===== src/rtl/sysctl_timer_wb_if.sv =====
// Wishbone slave-side bus bundle for sysctl_timer_wb.
// Signal names follow the Wishbone convention; the modports give the interconnect and responder views.
interface sysctl_timer_wb_if #(
  parameter int AW = 32,
  parameter int DW = 32
);
  logic            wbs_stb_i;
  logic            wbs_cyc_i;
  logic            wbs_we_i;
  logic [DW/8-1:0] wbs_sel_i;
  logic [AW-1:0]   wbs_adr_i;
  logic [DW-1:0]   wbs_dat_i;
  logic [DW-1:0]   wbs_dat_o;
  logic            wbs_ack_o;

  modport master (
    output wbs_stb_i, wbs_cyc_i, wbs_we_i, wbs_sel_i, wbs_adr_i, wbs_dat_i,
    input  wbs_dat_o, wbs_ack_o
  );

  modport slave (
    input  wbs_stb_i, wbs_cyc_i, wbs_we_i, wbs_sel_i, wbs_adr_i, wbs_dat_i,
    output wbs_dat_o, wbs_ack_o
  );
endinterface


===== src/rtl/sysctl_timer_wb.sv =====
// System Control timer: Wishbone slave with a prescaled 32-bit down-counter, sticky expiry flag and level IRQ.
// Define SYSCTL_TIMER_IRQ_EN to implement the IRQ_EN control bit and drive irq_o; otherwise irq_o is tied low.
module sysctl_timer_wb #(
  parameter int PSW = 16
) (
  input  logic               wb_clk_i,
  input  logic               wb_rst_i,
  sysctl_timer_wb_if.slave   wb,
  output logic               irq_o
);

  localparam logic [2:0] REG_CTRL     = 3'd0;
  localparam logic [2:0] REG_PRESCALE = 3'd1;
  localparam logic [2:0] REG_RELOAD   = 3'd2;
  localparam logic [2:0] REG_COUNT    = 3'd3;
  localparam logic [2:0] REG_STATUS   = 3'd4;

  logic           en;
  logic           periodic;
  logic           irq_en;
  logic           expired;
  logic [PSW-1:0] prescale;
  logic [PSW-1:0] pcnt;
  logic [31:0]    reload;
  logic [31:0]    count;
  logic [31:0]    rd_data;
  logic [31:0]    wmask;

  logic       req;
  logic       accept;
  logic       wr;
  logic [2:0] off;
  logic       wr_ctrl;
  logic       wr_prescale;
  logic       wr_reload;
  logic       wr_count;
  logic       clr_status;
  logic       en_write;
  logic       tick;
  logic       expire;
  logic       unused_adr;

  assign off    = wb.wbs_adr_i[4:2];
  assign req    = wb.wbs_stb_i & wb.wbs_cyc_i;
  // A new transfer is taken only when ack is low, giving one ack per two cycles under a held strobe.
  assign accept = req & ~wb.wbs_ack_o;
  assign wr     = accept & wb.wbs_we_i;

  assign wr_ctrl     = wr && (off == REG_CTRL);
  assign wr_prescale = wr && (off == REG_PRESCALE);
  assign wr_reload   = wr && (off == REG_RELOAD);
  assign wr_count    = wr && (off == REG_COUNT);
  assign clr_status  = wr && (off == REG_STATUS) && wb.wbs_sel_i[0] && wb.wbs_dat_i[0];
  assign en_write    = wr_ctrl && wb.wbs_sel_i[0];

  assign tick   = en && (pcnt == prescale);
  assign expire = tick && (count == '0);

  assign wmask = {{8{wb.wbs_sel_i[3]}}, {8{wb.wbs_sel_i[2]}},
                  {8{wb.wbs_sel_i[1]}}, {8{wb.wbs_sel_i[0]}}};

  // Only adr[4:2] is decoded; the rest belongs to the interconnect.
  assign unused_adr = ^{wb.wbs_adr_i[$bits(wb.wbs_adr_i)-1:5], wb.wbs_adr_i[1:0]};

  // NOTE: every variable assigned in always_comb gets a default first so no latch is inferred.
  always_comb begin
    rd_data = '0;
    case (off)
      REG_CTRL:     rd_data[2:0]     = {irq_en, periodic, en};
      REG_PRESCALE: rd_data[PSW-1:0] = prescale;
      REG_RELOAD:   rd_data          = reload;
      REG_COUNT:    rd_data          = count;
      REG_STATUS:   rd_data[0]       = expired;
      default:      rd_data          = '0;
    endcase
  end

  // NOTE: state is updated with non-blocking assignments; reset is synchronous and has priority.
  always_ff @(posedge wb_clk_i) begin
    if (wb_rst_i) begin
      wb.wbs_ack_o <= 1'b0;
      wb.wbs_dat_o <= '0;
      en           <= 1'b0;
      periodic     <= 1'b0;
      expired      <= 1'b0;
      prescale     <= '0;
      pcnt         <= '0;
      reload       <= '0;
      count        <= '0;
    end else begin
      wb.wbs_ack_o <= accept;
      wb.wbs_dat_o <= accept ? rd_data : '0;

      if (en_write && wb.wbs_dat_i[0]) begin
        pcnt <= '0;
      end else if (tick) begin
        pcnt <= '0;
      end else if (en) begin
        pcnt <= pcnt + PSW'(1);
      end

      // A bus write of CTRL overrides the one-shot auto-disable.
      if (en_write) begin
        en       <= wb.wbs_dat_i[0];
        periodic <= wb.wbs_dat_i[1];
      end else if (expire && !periodic) begin
        en <= 1'b0;
      end

      if (wr_prescale) begin
        prescale <= (prescale & ~wmask[PSW-1:0]) | (wb.wbs_dat_i[PSW-1:0] & wmask[PSW-1:0]);
      end

      if (wr_reload) begin
        reload <= (reload & ~wmask) | (wb.wbs_dat_i & wmask);
      end

      if (wr_count) begin
        count <= (count & ~wmask) | (wb.wbs_dat_i & wmask);
      end else if (tick) begin
        if (count != '0) begin
          count <= count - 32'd1;
        end else if (periodic) begin
          count <= reload;
        end
      end

      // Expiry takes precedence over a simultaneous write-1-to-clear.
      if (expire) begin
        expired <= 1'b1;
      end else if (clr_status) begin
        expired <= 1'b0;
      end
    end
  end

`ifdef SYSCTL_TIMER_IRQ_EN
  always_ff @(posedge wb_clk_i) begin
    if (wb_rst_i) begin
      irq_en <= 1'b0;
    end else if (en_write) begin
      irq_en <= wb.wbs_dat_i[2];
    end
  end

  assign irq_o = expired & irq_en;
`else
  assign irq_en = 1'b0;
  assign irq_o  = 1'b0;
`endif

endmodule

===== src/flat_wrapper.sv =====
// flat-port wrapper written by rule: the top's interface ports become plain ports
module sysctl_timer_wb_flat 
#(
  parameter int PSW = 16
)
  (wb_clk_i, wb_rst_i, irq_o, wb_wbs_stb_i, wb_wbs_cyc_i, wb_wbs_we_i, wb_wbs_sel_i, wb_wbs_adr_i, wb_wbs_dat_i, wb_wbs_dat_o, wb_wbs_ack_o);
  sysctl_timer_wb_if wb_i ();
  input  logic wb_clk_i;
  input  logic wb_rst_i;
  output logic irq_o;
  input wire logic [$bits(wb_i.wbs_stb_i)-1:0] wb_wbs_stb_i;
  input wire logic [$bits(wb_i.wbs_cyc_i)-1:0] wb_wbs_cyc_i;
  input wire logic [$bits(wb_i.wbs_we_i)-1:0] wb_wbs_we_i;
  input wire logic [$bits(wb_i.wbs_sel_i)-1:0] wb_wbs_sel_i;
  input wire logic [$bits(wb_i.wbs_adr_i)-1:0] wb_wbs_adr_i;
  input wire logic [$bits(wb_i.wbs_dat_i)-1:0] wb_wbs_dat_i;
  output wire logic [$bits(wb_i.wbs_dat_o)-1:0] wb_wbs_dat_o;
  output wire logic [$bits(wb_i.wbs_ack_o)-1:0] wb_wbs_ack_o;
  assign wb_i.wbs_stb_i = wb_wbs_stb_i;
  assign wb_i.wbs_cyc_i = wb_wbs_cyc_i;
  assign wb_i.wbs_we_i = wb_wbs_we_i;
  assign wb_i.wbs_sel_i = wb_wbs_sel_i;
  assign wb_i.wbs_adr_i = wb_wbs_adr_i;
  assign wb_i.wbs_dat_i = wb_wbs_dat_i;
  assign wb_wbs_dat_o = wb_i.wbs_dat_o;
  assign wb_wbs_ack_o = wb_i.wbs_ack_o;
  sysctl_timer_wb #(.PSW(PSW)) u_core (.wb_clk_i(wb_clk_i), .wb_rst_i(wb_rst_i), .wb(wb_i), .irq_o(irq_o));
endmodule

===== config.mk =====
export PLATFORM = sky130hd
export DESIGN_NAME = sysctl_timer_wb_flat
export DESIGN_NICKNAME = d
export VERILOG_FILES = /design/src/rtl/sysctl_timer_wb_if.sv /design/src/rtl/sysctl_timer_wb.sv /design/src/flat_wrapper.sv
export SDC_FILE = /design/constraint.sdc
export NUM_CORES = 1
export LEC_CHECK = 0
export CAP_MARGIN = 10
export CORE_UTILIZATION = 40
export DETAILED_ROUTE_END_ITERATION = 10
export SLEW_MARGIN = 20
export SYNTH_ARGS = -nofsm -noshare
export SYNTH_HDL_FRONTEND = slang
export SYNTH_SLANG_ARGS = --single-unit
export TNS_END_PERCENT = 100

===== constraint.sdc =====
create_clock -name wb_clk_i -period 2.6 [get_ports wb_clk_i]
set_clock_uncertainty 0.15 [all_clocks]
set_input_delay 0.26 -clock wb_clk_i [delete_from_list [all_inputs] [get_ports wb_clk_i]]
set_output_delay 0.26 -clock wb_clk_i [all_outputs]
set_load 0.03 [all_outputs]

==> metrics.txt <==
status finished, final reports clean; CTS Sinks 132; Arr. time, crit path 2.72 ns; starting density of the core 40.7%; layout cells sized above 1 18.7%; Worst path slowest cell nor4_1; Gate Count Post-Synth 782; Period Utilization, post-route 97.6%; Finished Core Util 53.9%; Die Span Y 132 microns; H-Tree Depth 4; reg2reg setup slack 0.06 ns; pwr dens 587 nW/um^2; Post-DP HPWL 14.8 mm; drt pass-1 iters 5; residual DRC count 0; IO Count 107; Hold Crit Class input port to flip-flop; CTS Buffer Depth 2; antenna viol nets, final 0; most common cell after layout, fill and taps aside dfxtp_1; port bufs 76; fill count 1504; largest net degree at the start of global routing 52; initial DRC count 461; antenna fix cells 0; post-synth design cell area 6730 sq um; CP Max Fanout 5; Main synth FF type dfxtp_1; overall power 5.22 mW; gpl congestion 0.866; Root Buffer clkbuf_16; leakage 3.43 nW; delay-heaviest family, CP simple AND/OR/NAND/NOR gates; worst slew pin tran 0.675 ns; Total GRT Usage 24.5%; VDD IR max 0.000446 V; Syn Nets 858; sequential area share after synthesis 39.2%; final net count 981; final slew viol count 0; Setup TNS Final 0 ns; post-synthesis area per instance 8.61 sq um; total grt overflow 0; Synth warnings 0; CP endpoint kind flip-flop; die width 132 microns; Via density 5.64; crit path kind flip-flop to flip-flop; Levels on crit path 8; later-pin clock latency in the skew report 0.42 ns; initial antenna violation count 0; dpl ws 0.00583 ns; global-route wire length before repair 33.6 mm; worst-path cell chain buf_4 > nor4_2 > buf_4 > nand2_1 > nor4_1 > xnor2_1 > a21o_1 > a221oi_2; vias in the first global route 6454; crit start category flip-flop; Period minus WS final 2.54 ns; DR WL/cell 18.4 microns; max incr delay on CP 0.49 ns; PnR worst setup slack 0.0623 ns; Synth cell types 57; asr flop ratio synth 0%; Worst R2R Path Depth 8; most frequent cells in the layout dfxtp_1, nor2_1, buf_4, clkdlybuf4s50_1, nand2_1; Placement Rows 47; TritonCTS clock tree done; Vias 6423; DIE AREA 17400 sq um; number of synthesized flops with an enable pin 0; max cap viols 0; Worst EP required 2.79 ns; Layout area overhead 32.3%; FMAX 394 MHz; final WL 21.0 mm; Fin. Hold Viols 0; RSZ-0062 raised after global routing yes; Num CTS Buffers 17; final setup vio count 0; most numerous cell on the critical path buf_4; register bit total from synthesis 132; worst path buffer plus inverter count 2; Core ar. 16500 sq um; slew margin rel. 55.0%; CTS clk-pin slew, worst paths 0.06 ns
## cell families (layout without fill, tap and decap cells)
| group | count (synthesis) | after routing | synth area share [%] |
|---|---|---|---|
| and+or+nand+nor | 280 | 280 | 21.2 |
| AOI/OAI and AO/OA | 194 | 194 | 20.8 |
| DFF | 132 | 132 | 39.2 |
| buffers and inverters | 80 | 216 | 5.00 |
| xor gates and xnor gates | 53 | 53 | 6.89 |
| muxes | 39 | 39 | 6.32 |
| adders and majority gates | 3 | 3 | 0.558 |
| other | 1 | 1 | 0.0557 |
## power breakdown
group | switching, mW | leakage (nW) | internal (mW) | total (mW)
sequential | 0.00816 | 1.06 | 2.03 | 2.04
clock | 0.956 | 0.300 | 1.61 | 2.57
combinational | 0.346 | 2.06 | 0.271 | 0.617
total | 1.31 | 3.43 | 3.91 | 5.22
## worst register-to-register path: stages (launching register included)
cell      delay, ns
dfxtp_1        0.31
buf_4          0.15
nor4_2         0.43
buf_4          0.22
nand2_1        0.10
nor4_1         0.49
xnor2_1        0.14
a21o_1         0.21
a221oi_2       0.24
## final cells by class
type | count | area, sq um | share of cell area [%]
Clock inverter | 15 | 205 | 2.30
Timing Repair Buffer | 159 | 1470 | 16.5
Inverter | 25 | 93.8 | 1.05
Clock buffer | 17 | 425 | 4.78
Tap cell | 220 | 275 | 3.09
Multi-Input combinational cell | 570 | 3790 | 42.6
Sequential cell | 132 | 2640 | 29.7
## worst min-delay path by stage
| stage | startpoint | depth (start not counted) | slack (ns) | to |
|---|---|---|---|---|
| final | wb_rst_i | 3 | 0.19 | flip-flop |
| after global routing | wb_rst_i | 3 | 0.21 | flip-flop |
| after CTS | wb_rst_i | 3 | 0.18 | flip-flop |
| after detailed placement | flip-flop | 2 | 0.31 | flip-flop |
| after global placement | flip-flop | 2 | 0.31 | flip-flop |
| after floorplan | wb_wbs_dat_i[0] | 2 | 0.25 | u_core.en |
## stage by stage
stage	hold WS (ns)	cells	cell area, sq um
after floorplan	0.246	782	6730
after global placement	0.308	1101	8150
after detailed placement	0.314	1101	8150
after CTS	0.177	1133	8790
after global routing	0.207	1138	8900
final	0.191	1138	8900
## what timing repair did
action	4_1_cts	5_1_grt
pin swaps	0	5
resized for setup	1	7
setup endpoints to repair	4	22
hold buffers	0	0
gates cloned	0	3
endpoints found under the hold margin	0	0
setup buffers	0	2
## cells in the mapped netlist (9+ instances only)
library cell / n / share of area (%)
mux2i_1: 20 / 3.0
a22oi_1: 30 / 3.3
o21ai_0: 21 / 1.6
xnor2_1: 34 / 4.4
inv_1: 24 / 1.3
mux2_2: 18 / 3.0
nor2_1: 86 / 4.8
dfxtp_1: 132 / 39
nand4_1: 12 / 1.1
clkbuf_1: 42 / 2.3
a21oi_1: 49 / 3.6
a221oi_2: 17 / 3.8
nor4_1: 9 / 0.84
xor2_1: 19 / 2.5
a21o_1: 13 / 1.4
nand3_1: 46 / 3.4
o21ai_1: 25 / 1.9
nand2_1: 68 / 3.8
o211ai_1: 9 / 1.0
## layer usage
| metal | up-vias | routed length, microns | global-route usage [%] |
|---|---|---|---|
| li1 | 3060 | - | - |
| met4 | 0 | 456 | 10.4 |
| met1 | 3097 | 9060 | 30.9 |
| met5 | - | 0 | 0 |
| met2 | 229 | 10400 | 41.4 |
| met3 | 37 | 1060 | 4.04 |
(Power assumes the default switching activity.)
